<file path="src/rtl/instruction_prefetch.sv">
// Instruction prefetch FIFO between a one-cycle-latency instruction memory and decode.
// Define PREFETCH_STATS_EN to add the saturating fetch_count/flush_count outputs.
module instruction_prefetch #(
    parameter int unsigned DEPTH    = 4,
    parameter logic [11:0] RESET_PC = 12'h000
) (
    input  logic        clk,
    input  logic        reset,
    output logic [11:0] imem_addr,
    input  logic [15:0] imem_data,
    output logic [15:0] instr,
    output logic [11:0] instr_pc,
    output logic        instr_valid,
    input  logic        instr_ready,
    input  logic        redirect,
    input  logic [11:0] redirect_pc
`ifdef PREFETCH_STATS_EN
    ,
    output logic [15:0] fetch_count,
    output logic [15:0] flush_count
`endif
);
    localparam int unsigned PW = (DEPTH > 1) ? $clog2(DEPTH) : 1;
    localparam int unsigned CW = PW + 1;
    localparam logic [CW-1:0] DEPTH_C = CW'(DEPTH);

    typedef enum logic [1:0] {FILL, HOLD, REDIR} state_e;

    state_e        state_q, state_d;
    logic [11:0]   addr_q, addr_d;
    logic          infl_q, infl_d;
    logic [11:0]   infl_pc_q, infl_pc_d;
    logic [PW-1:0] wr_q, wr_d;
    logic [PW-1:0] rd_q, rd_d;
    logic [CW-1:0] cnt_q, cnt_d;
    logic [15:0]   data_q [DEPTH];
    logic [15:0]   data_d [DEPTH];
    logic [11:0]   pc_q [DEPTH];
    logic [11:0]   pc_d [DEPTH];
    logic          issue;
    logic          push;
    logic          pop;
    logic          unused_redirect_lsb;

    assign unused_redirect_lsb = redirect_pc[0];

    always_comb begin
        state_d   = state_q;
        addr_d    = addr_q;
        infl_pc_d = addr_q;
        wr_d      = wr_q;
        rd_d      = rd_q;
        data_d    = data_q;
        pc_d      = pc_q;
        pop       = (cnt_q != '0) && instr_ready;
        // The redirect cycle issues nothing; its response would be discarded anyway.
        issue     = (state_q != HOLD) && !redirect;
        push      = infl_q && !redirect;
        infl_d    = issue;
        if (issue) begin
            addr_d = addr_q + 12'd2;
        end
        if (push) begin
            data_d[wr_q] = imem_data;
            pc_d[wr_q]   = infl_pc_q;
            wr_d         = wr_q + PW'(1);
        end
        if (pop) begin
            rd_d = rd_q + PW'(1);
        end
        cnt_d = cnt_q + CW'(push) - CW'(pop);
        if (redirect) begin
            wr_d    = '0;
            rd_d    = '0;
            cnt_d   = '0;
            addr_d  = {redirect_pc[11:1], 1'b0};
            state_d = REDIR;
        end else if ((cnt_d + CW'(infl_d)) < DEPTH_C) begin
            state_d = FILL;
        end else begin
            state_d = HOLD;
        end
    end

    always_ff @(posedge clk) begin
        if (reset) begin
            state_q   <= FILL;
            addr_q    <= RESET_PC;
            infl_q    <= 1'b0;
            infl_pc_q <= '0;
            wr_q      <= '0;
            rd_q      <= '0;
            cnt_q     <= '0;
        end else begin
            state_q   <= state_d;
            addr_q    <= addr_d;
            infl_q    <= infl_d;
            infl_pc_q <= infl_pc_d;
            wr_q      <= wr_d;
            rd_q      <= rd_d;
            cnt_q     <= cnt_d;
        end
    end

    always_ff @(posedge clk) begin
        data_q <= data_d;
        pc_q   <= pc_d;
    end

    assign imem_addr   = addr_q;
    assign instr_valid = (cnt_q != '0);
    assign instr       = instr_valid ? data_q[rd_q] : 16'h0000;
    assign instr_pc    = instr_valid ? pc_q[rd_q] : 12'h000;

`ifdef PREFETCH_STATS_EN
    logic [15:0] fetch_count_q, fetch_count_d;
    logic [15:0] flush_count_q, flush_count_d;

    always_comb begin
        fetch_count_d = fetch_count_q;
        flush_count_d = flush_count_q;
        if (issue && (fetch_count_q != 16'hFFFF)) begin
            fetch_count_d = fetch_count_q + 16'd1;
        end
        if (redirect && (flush_count_q != 16'hFFFF)) begin
            flush_count_d = flush_count_q + 16'd1;
        end
    end

    always_ff @(posedge clk) begin
        if (reset) begin
            fetch_count_q <= '0;
            flush_count_q <= '0;
        end else begin
            fetch_count_q <= fetch_count_d;
            flush_count_q <= flush_count_d;
        end
    end

    assign fetch_count = fetch_count_q;
    assign flush_count = flush_count_q;
`endif
endmodule

</file>
<file path="config.mk">
export PLATFORM = sky130hd
export DESIGN_NAME = instruction_prefetch
export DESIGN_NICKNAME = d
export VERILOG_FILES = /design/src/rtl/instruction_prefetch.sv
export SDC_FILE = /design/constraint.sdc
export NUM_CORES = 1
export LEC_CHECK = 0
export ABC_AREA = 1
export CAP_MARGIN = 20
export CORE_ASPECT_RATIO = 1.4
export CORE_MARGIN = 3
export CORE_UTILIZATION = 50
export CTS_CLUSTER_DIAMETER = 60
export DETAILED_ROUTE_END_ITERATION = 16
export HOLD_SLACK_MARGIN = 0.03
export PLACE_DENSITY = 0.76
export SYNTH_ARGS = -nofsm -noshare
export SYNTH_HDL_FRONTEND = slang
export SYNTH_SLANG_ARGS = --single-unit
</file>
<file path="constraint.sdc">
create_clock -name clk -period 4.2 [get_ports clk]
set_input_delay 0.42 -clock clk [delete_from_list [all_inputs] [get_ports clk]]
set_output_delay 0.42 -clock clk [all_outputs]
set_load 0.1 [all_outputs]
</file>
==> Word level (Yosys, flattened, before mapping) <==
Index checks and enable logic that the tools add are counted.
W data, S select, Z words.
{ "word_totals": {"output_inout_bits": 41, "inputBits": 32, "reg_bits": 146} }
{ "classes": {"n_lt_le_gt_ge": 4, "n_reduce_logical": 8, "n_eq_ne": 1, "bitwise": 2, "add_sub_neg": 6, "muxes": 18} }
{ "op_table": {"columns": ["op", "n"], "rows": [
  ["$mux W12", 6],
  ["$bwmux W64", 1],
  ["$mux W16", 4],
  ["$bwmux W48", 1],
  ["$bmux W16 S2", 1],
  ["$demux W16 S2", 1],
  ["$bmux W12 S2", 1],
  ["$demux W12 S2", 1],
  ["$add A12 B2 Y12 const B", 1],
  ["$add A3 B1 Y3", 2],
  ["$ge A3 B3 Y1 const B", 2],
  ["$not A2 Y3", 2],
  ["$add A2 B1 Y2 const B", 2],
  ["$logic_and A1 B1 Y1", 4],
  ["$lt A3 B1 Y1 const B", 1],
  ["$lt A3 B3 Y1 const B", 1],
  ["$reduce_bool A3 Y1", 1],
  ["$sub A3 B1 Y3", 1],
  ["$mux W2", 1],
  ["$ne A2 B1 Y1 const B", 1],
  ["$reduce_bool A2 Y1", 1],
  ["$reduce_or A2 Y1", 1],
  ["$logic_not A1 Y1", 1],
  ["$mux W1", 1]
]} }

==> Depth between registers and ports, before layout <==
{ "depth": {"word_depth": 8, "depth_mapped": 15} }

==> Worst setup path after synthesis <==
OpenSTA, ideal clock, no wires.
{ "synth_timing": {"kind": "flip-flop to output port", "start": "register cnt_q[1]", "end": "output port instr[10]", "setup_slack_ns": 0.915, "path_buffers": 1, "arrival_ns": 2.865, "stages_incl_launch_ff": 6, "cell_sequence": "dfxtp_1 nor2_1 nand2_2 clkinv_1 buf_2 a21oi_1"} }
{ "synth_between": {"elab_chain_len": 2} }
{ "synth_lines": {"columns": ["element", "line_no", "rtl"], "rows": [
  ["start: declaration", "35", "logic [CW-1:0] cnt_q, cnt_d;"],
  ["start signal: assignment", "101", "cnt_q <= cnt_d;"],
  ["$reduce_bool A3 Y1", "111", "assign instr_valid = (cnt_q != '0);"],
  ["via instr_valid", "13", "output logic instr_valid,"],
  ["$mux W16", "112", "assign instr = instr_valid ? data_q[rd_q] : 16'h0000;"],
  ["end: declaration", "11", "output logic [15:0] instr,"]
]} }
The timed path passes the listed nets, and every way through them passes these cells.

==> Worst setup path in the final report <==
{ "layout_timing": {"start": "register cnt_q[1]", "end": "output port instr_pc[1]"} }
{ "layout_between": {"elab_chain_len": 2} }
{ "layout_lines": {"columns": ["element", "line_no", "rtl"], "rows": [
  ["$reduce_bool A3 Y1", "111", null],
  ["$mux W12", "113", "assign instr_pc = instr_valid ? pc_q[rd_q] : 12'h000;"],
  ["end: declaration", "12", "output logic [11:0] instr_pc,"]
]} }
Every way passes these cells.

==> impl_metrics.yaml <==
status:
  status: "completed"
clocking:
  ctsHoldBuffers: 0
  clkTransAtPathRegs_ns: 0.05
  cts.repair.resized: 0
  htree_levels: 4
  clock_path_buffers: 2
  cts_setup_buffers: 0
  numCtsBuffers: 17
  clkLatencyLatePin_ns: 0.41
  cts_root_buffer: "clkbuf_16"
  cts_tree: "built"
  cts.sinks: 140
sta:
  drv_slew: 0
  fmax_mhz: 328.8
  worst_pin_slew_ns: 0.9766
  finalCriticalPeriod_ns: 3.041
  setup_viol: 0
  clock_skew_ns: 0.005853
  final_hold_viol_count: 0
  slew_headroom: 0.3449
  rsz0062_at_grt: "no"
  finalSetupTns_ns: 0
  finalCritPeriodShare: 0.7242
  fin_ws_ns: 1.159
setup_path:
  arrival_ns: 2.62
  cp-start-kind: "flip-flop"
  cp-end-kind: "primary output"
  path_cells: "nor2_1, nand2_2, clkinv_1, a21oi_1, buf_4"
  critPathRequiredTime_ns: 3.78
  critPathMaxFanout: 27
  worst_path_max_delay_cell: "clkinv_1"
  cp_slowest_stage_delay_ns: 0.76
  crit_type: "reg -> out"
placed_design:
  io_buffers: 69
  pre_cts_slack_ns: 1.499
  dp_hpwl_mm: 6.953
  place.gp.congestion: 0.8704
  placed_area_sq_um: 6397
global_routing:
  gr-total-overflow: 0
  grt_max_degree: 57
  grt_pass1_wl_mm: 17.90
  grt_pass1_vias: 4023
  antenna_found_initial: 0
  grt_util_all_layers: 0.1873
detailed_routing:
  ant_nets: 0
  drt-initial-drc-count: 304
  route.vias.total: 3968
  drt_wl_total_mm: 11.69
  drt-wirelength-per-cell_um: 15.55
  first_pass_iters: 5
  drc_errors: 0
  viasPerCell: 5.277
power_and_ir_drop:
  cellLeakagePower_nw: 2.576
  power_mw: 3.166
  powerDensity_nw_per_um2: 457.4
  peakVddDrop_v: 0.0003017
yosys:
  yosysWarnings: 0
  seq_area_frac_synth: 0.6840
  syn_area_sq_um: 5678
  synth_area_leaders: "edfxtp_1, dfxtp_1, nor2_1"
  syn_avg_cell_area_sq_um: 10.82
  synthDistinctLibCells: 29
  ys_ff_latch: 140
  syn_inst: 525
  yosysTopAreaCell: "edfxtp_1"
  yosys.area.top_type_share: 0.5712
final_layout:
  fin_nets: 638
  insertedDiodeCount: 0
  design_area_sq_um: 6922
  syn_to_final_growth_pct: 21.90
  layout-drive-gt1-share: 0.1146
job:
  drv_cap: 0
floorplanning:
  die_h_um: 132.1
  row_count: 45
  die-width_um: 96.07
  num_io_pins: 73
  start_util: 0.5172
  fp.dieArea_sq_um: 12690
  core_area_sq_um: 10980
min_path:
  hold_path.class: "reg -> reg"
-- Yosys cell counts --
cell type and count:
nor2_1 143, edfxtp_1 108, nand2_1 51, a21oi_1 34, o21ai_0 33, dfxtp_1 32
inv_1 30, o21ai_1 29, nand3_1 13, a22oi_1 7, ha_1 7, buf_2 6
clkbuf_1 6, buf_6 5, inv_2 4, buf_4 3, xor2_1 2, a21boi_0 1
buf_1 1, clkbuf_2 1, clkinv_1 1, conb_1 1, fa_1 1, nand2_2 1
nand2_4 1, nor2_4 1, nor2_8 1, nor3_1 1, or2_2 1
-- through the flow --
stage / hold WS (ns) / cells / util
after floorplan: 0.4383 / 526 / -
after global placement: 0.4423 / 720 / 0.5827
after detailed placement: 0.4622 / 720 / 0.5827
after CTS: 0.4729 / 752 / 0.6304
after global routing: 0.4793 / 752 / 0.6304
final: 0.4739 / 752 / 0.6304
-- cell type report --
class                           instances  area (sq um)
Fill cell                             861          4058
Sequential cell                       140          3885
Multi-Input combinational cell        329          1536
Timing Repair Buffer                   75         668.1
Clock buffer                           30         514.2
Tap cell                              141         176.4
Inverter                               35         131.4
Clock inverter                          2         10.01
-- report_power, final --
| part | total, mW | switching (mW) | internal [mW] |
|---|---|---|---|
| clock | 1.30 | 0.483 | 0.815 |
| sequential | 1.54 | 0.0181 | 1.52 |
| combinational | 0.333 | 0.250 | 0.0823 |
| total | 3.17 | 0.751 | 2.41 |
-- critical path: cells and delay by family, from the launching register on --
kind            cells  cell delay (ns)
buf+inv             2             1.12
flops               1             0.40
simple gates        2             0.16
compound gates      1             0.53
-- layer usage --
metal  up-vias  track usage  wire [um]
met2       159       0.3239       6122
met3        18      0.07139        813
li1       1924            -          -
met1      1867       0.2015       4584
met4         0      0.07278        171
met5         -            0          0
-- worst paths after layout --
path | slack [ns] | depth (start not counted) | from | end
worst max-delay path | 1.16 | 5 | cnt_q[1]$_SDFF_PP0_ | instr_pc[1]
worst min-delay path | 0.47 | 0 | infl_pc_q[7]$_SDFF_PP0_ | pc_q[31]$_DFFE_PP_
worst max register to register | 2.03 | 13 | cnt_q[1]$_SDFF_PP0_ | state_q[0]$_SDFF_PP0_
worst min register to register | 0.47 | 0 | infl_pc_q[7]$_SDFF_PP0_ | pc_q[31]$_DFFE_PP_
-- flip-flops by register name (all words and copies together) (netlist names) --
| register | flops |
|---|---|
| imem_addr | 11 |
| state_q | 2 |
| pc_q | 44 |
| wr_q | 2 |
| rd_q | 2 |
| data_q | 64 |
| infl_q | 1 |
| cnt_q | 3 |
| infl_pc_q | 11 |
-- cell usage in the layout, fill, tap and decap left out, types with 13 or more instances in the layout --
cell             instances
clkbuf_16               17
edfxtp_1               108
buf_4                   33
inv_1                   30
nand3_1                 13
nand2_1                 51
a21oi_1                 34
o21ai_0                 33
clkdlybuf4s50_1         42
dfxtp_1                 31
nor2_1                 139
o21ai_1                 29
-- kinds of logic (layout without fill, tap and decap cells) --
family | after synthesis | count (layout) | synth area share
AOI/OAI and AO/OA | 104 | 104 | 0.09520
xor gates and xnor gates | 2 | 2 | 0.003086
adders and majority gates | 8 | 8 | 0.01895
buffers and inverters | 57 | 142 | 0.04781
DFF | 140 | 140 | 0.6840
other | 1 | 2 | 0.0006605
and+or+nand+nor | 213 | 213 | 0.1503
(Power assumes the default switching activity.)
==> RTL edit 1: new RTL, same settings <==
The parameter `DEPTH` goes from 4 to 2.
--- a/src/rtl/instruction_prefetch.sv
+++ b/src/rtl/instruction_prefetch.sv
@@ -2,5 +2,5 @@
 // Define PREFETCH_STATS_EN to add the saturating fetch_count/flush_count outputs.
 module instruction_prefetch #(
-    parameter int unsigned DEPTH    = 4,
+    parameter int unsigned DEPTH    = 2,
     parameter logic [11:0] RESET_PC = 12'h000
 ) (
Function: changed (Yosys sat finds a counterexample within 4 cycles, from zero or initial values and one cycle with reset high).
==> RTL edit 1 against the original RTL <==
- die area decreased by 39%
- final cell count decreased by 38%
- area after synthesis decreased by 41%
- non-clock buffer count decreased by 3
- synthesized cell count decreased by 40%
- wire length decreased by 44%
- utilization increased by 4.5 points
- largest power group unchanged
- worst hold slack got worse by 0.041 ns
- power decreased by 45%
- cell area decreased by 38%
- worst setup slack got worse by 0.13 ns
- via count decreased by 41%
- sequential cell count decreased by 57
==> RTL edit 1: results (changes against the original RTL) <==
DRT
---------------------------------------------------------------------------
Detailed-route via count                                               2338   -41%
Detailed router's first-iteration violation count                       174   -43%
Overall routed net length                                           6520 um   -44%
Met1 wire length                                                    2710 um   -41%

LAYOUT
---------------------------------------------------------------------------
Filler cells                                                            496   -42%
Final net count                                                         421   -34%
Largest registers in the final layout                          data_q: 32 flops, pc_q: 22 flops

SYNTHESIS
---------------------------------------------------------------------------
Most instantiated library cell after synthesis                 sky130_fd_sc_hd__nand2_1
Mean area per synthesized cell                                   10.6 sq um   -2.2%
Post-synth cell types                                                    27   -6.9%
Ranking of synthesized cells by instance count                 93 x sky130_fd_sc_hd__nand2_1, 54 x sky130_fd_sc_hd__edfxtp_1, 33 x sky130_fd_sc_hd__a21oi_1
Synth area leaders                                             sky130_fd_sc_hd__edfxtp_1 49%, sky130_fd_sc_hd__dfxtp_1 17%, sky130_fd_sc_hd__nand2_1 10%, sky130_fd_sc_hd__a21oi_1 5.0%, sky130_fd_sc_hd__inv_1 2.5%
Post-synth EDFFs                                                         54   -50%

CLOCK TREE
---------------------------------------------------------------------------
Deepest level of the CTS H-tree                                           3   -1
Clock slew at reported path FFs                                     0.08 ns   +0.03 ns
Worst-Skew Late Latency                                             0.35 ns   -0.06 ns
Total clock buffers created by CTS                                        9   -8
Root buf cell                                                  sky130_fd_sc_hd__clkbuf_8

PWR
---------------------------------------------------------------------------
Worst IR drop on VDD                                               0.205 mV   -32%
Static leakage                                                      1.60 nW   -38%

PLACE
---------------------------------------------------------------------------
Total instance count after detailed placement                           447   -38%
Final HPWL DP                                                       4420 um   -36%
Setup WS pre-CTS                                                    1.37 ns   -0.126 ns

GLOBAL ROUTE
---------------------------------------------------------------------------
Maximum number of pins on one net before global-route repair             30   -47%
Vias in the first global route                                         2378   -41%
GRT met1 Usage                                                        21.4%   +1.2 points
Met3 track utilization from global routing                            4.68%   -2.5 points
Met2 GRT Util                                                         31.7%   -0.64 points
First-pass GRT wire length                                         10600 um   -41%
Overall Global Routing Usage                                          18.3%   -0.39 points

TIMING
---------------------------------------------------------------------------
Worst-margin pin slew                                              0.993 ns   +0.0168 ns
Worst hold slack                                                   0.433 ns   -0.0409 ns
Fin Clk Skew                                                      0.0111 ns   +0.00523 ns

HOLD PATH
---------------------------------------------------------------------------
Sink of the worst hold path                                         pc_q[8]

RUN STATUS
---------------------------------------------------------------------------
Run status                                                     finished, final reports clean

CRITICAL PATH
---------------------------------------------------------------------------
Critical path peak fanout                                                29   +7.4%
Data arrival time of the critical path                              2.75 ns   +0.13 ns

==> RTL edit 1: how the worst max path moves through the flow <==
stage | start | endpoint | slack [ns] | cells past startpoint
detailed placement | rd_q | instr_pc[6] | 1.37 | 5
global route | rd_q | instr_pc[6] | 0.87 | 5
global placement | rd_q | instr_pc[6] | 1.41 | 5
CTS | rd_q | instr_pc[6] | 0.98 | 5
floorplan | rd_q | instr[1] | 1.51 | 6
finish | rd_q | instr_pc[6] | 1.03 | 5
==> RTL edit 1: cell type report <==
| cell class | instances | area (sq um) | share of cell area, % |
|---|---|---|---|
| Clock inverter | 6 | 90.1 | 2.11 |
| Tap cell | 72 | 90.1 | 2.11 |
| Multi-Input combinational cell | 194 | 958 | 22.4 |
| Sequential cell | 83 | 2200 | 51.5 |
| Inverter | 26 | 97.6 | 2.28 |
| Timing Repair Buffer | 72 | 713 | 16.7 |
| Clock buffer | 10 | 128 | 2.98 |
==> RTL edit 1: cell families after synthesis <==
family / share of synthesized area [%]
and+or+nand+nor: 18.1
DFF: 66.1
AOI/OAI and AO/OA: 8.33
buffers and inverters: 5.44
xor gates and xnor gates: 0.788
adders and majority gates: 1.13
other: 0.113
==> RTL edit 1: power groups by stage <==
stage          clock, mW  sequential, mW  combinational, mW
6_report           0.616           0.905              0.223
5_1_grt            0.666           0.908              0.237
4_1_cts            0.628           0.905              0.225
3_5_place_dp           0           0.923              0.224
3_3_place_gp           0           0.922              0.221
2_1_floorplan          0           0.968              0.110
==> RTL edit 1: critical path, stage by stage (launching register included) <==
cell	delay, ns
sky130_fd_sc_hd__dfxtp_1	0.31
sky130_fd_sc_hd__buf_4	0.23
sky130_fd_sc_hd__inv_2	0.41
sky130_fd_sc_hd__nand2_1	0.10
sky130_fd_sc_hd__a21oi_1	0.19
sky130_fd_sc_hd__clkdlybuf4s50_1	1.16
==> RTL edit 2: new RTL, same flow settings <==
Made on the original files. Re-encode `state_e` (3 states) as one-hot, 3 bits wide.
--- a/src/rtl/instruction_prefetch.sv
+++ b/src/rtl/instruction_prefetch.sv
@@ -25,5 +25,5 @@
     localparam logic [CW-1:0] DEPTH_C = CW'(DEPTH);
 
-    typedef enum logic [1:0] {FILL, HOLD, REDIR} state_e;
+    typedef enum logic [2:0] {FILL = 3'b001, HOLD = 3'b010, REDIR = 3'b100} state_e;
 
     state_e        state_q, state_d;
Function: no difference found for any inputs over 10 cycles, from zero or initial values and one cycle with reset high; not proved beyond that.
==> RTL edit 2 against the original RTL <==
- cell area increased by 2.0%
- area after synthesis up 1.7%
- critical endpoint is now instr_pc[7]
- sequential cell count increased by 1
- global-route usage is 0.32 points higher
- fmax increased by 1.7%
- combinational power rose by 2%
- register-to-register slack worse by 0.34 ns
- worst setup slack improved by 0.050 ns
- wire length increased by 2.2%
- power grew 5.4%
- clock skew is 0.0017 ns higher
==> RTL edit 2: results (changes against the original RTL) <==
RUN STATUS
-----------------------------------------------------------------------
Run status                                                 finished, final reports clean

GLOBAL ROUTE
-----------------------------------------------------------------------
First-pass GRT wire length                                     19400 um   +8.6%

PWR
-----------------------------------------------------------------------
Worst IR drop on VDD                                           0.277 mV   -8.2%
Static leakage                                                  2.68 nW   +4.0%

SYNTHESIS
-----------------------------------------------------------------------
Adder and majority cell fraction of the synthesized area          1.86%   -0.031 points
Post-synthesis compound-gate area fraction                        9.15%   -0.37 points
Synth area leaders                                         sky130_fd_sc_hd__edfxtp_1 56%, sky130_fd_sc_hd__dfxtp_1 11%, sky130_fd_sc_hd__nor2_1 9.4%, sky130_fd_sc_hd__nand2_1 3.8%, sky130_fd_sc_hd__o21ai_0 3.3%
Ranking of synthesized cells by instance count             144 x sky130_fd_sc_hd__nor2_1, 108 x sky130_fd_sc_hd__edfxtp_1, 59 x sky130_fd_sc_hd__nand2_1
Post-synth cell types                                                25   -14%

LAYOUT
-----------------------------------------------------------------------
Non-clock buffer total of the final layout                           76   +1.3%
Number of combinational gates with multiple inputs                  340   +3.3%
Share of the core filled with cells in the final layout           63.9%   +0.90 points
Multi-input combinational cell area                          1560 sq um   +1.7%
Inverters                                                            42   +20%
Filler cells                                                        853   -0.93%
Layout cells sized above 1                                        11.9%   +0.43 points

CRITICAL PATH
-----------------------------------------------------------------------
Origin of the worst setup path                                  rd_q[1]
Critical path peak fanout                                            28   +3.7%
Data arrival time of the critical path                          2.57 ns   -0.05 ns
Worst stage delay on the critical path                          0.51 ns   -0.25 ns
Crit path to                                                instr_pc[7]
Worst r2r dst                                                state_q[0]

PLACE
-----------------------------------------------------------------------
Final Wtd Congestion                                              0.878   +0.90%
Total instance count after detailed placement                       740   +2.8%

HOLD PATH
-----------------------------------------------------------------------
Source of the worst hold timing path                       infl_pc_q[4]
Sink of the worst hold path                                    pc_q[40]

DRT
-----------------------------------------------------------------------
DR WL met3                                                       790 um   -2.8%
Overall routed net length                                      12000 um   +2.2%
Average wire length per cell after detail routing               15.5 um   -0.43%
Detailed router's first-iteration violation count                   281   -7.6%

TIMING
-----------------------------------------------------------------------
Slew headroom                                                     34.6%   +0.14 points
Fin Clk Skew                                                 0.00753 ns   +0.00167 ns

CLOCK TREE
-----------------------------------------------------------------------
Number of sinks driven by the clock tree                            141   +0.71%

==> RTL edit 2: cell count changes after synthesis, moves of 2 or more <==
cell	change
sky130_fd_sc_hd__inv_1	+9
sky130_fd_sc_hd__nand2_1	+8
sky130_fd_sc_hd__buf_2	+5
sky130_fd_sc_hd__o21ai_0	+5
sky130_fd_sc_hd__clkbuf_1	-4
sky130_fd_sc_hd__nor2_2	+4
sky130_fd_sc_hd__o21ai_1	-4
sky130_fd_sc_hd__nand4_1	+3
sky130_fd_sc_hd__a22oi_1	-2
sky130_fd_sc_hd__buf_4	+2
sky130_fd_sc_hd__clkbuf_2	+2
==> RTL edit 2: power by group <==
part	total (mW)	switching, mW	internal, mW	leakage [nW]
clock	1.45	0.532	0.921	0.282
sequential	1.54	0.0194	1.53	1.26
combinational	0.341	0.257	0.0843	1.14
==> RTL edit 2: per-layer routing <==
metal | GRT usage [%] | vias up
li1 | - | 1980
met5 | 0 | -
met1 | 21.0 | 1947
met2 | 33.8 | 164
met3 | 4.92 | 31
met4 | 9.45 | 0
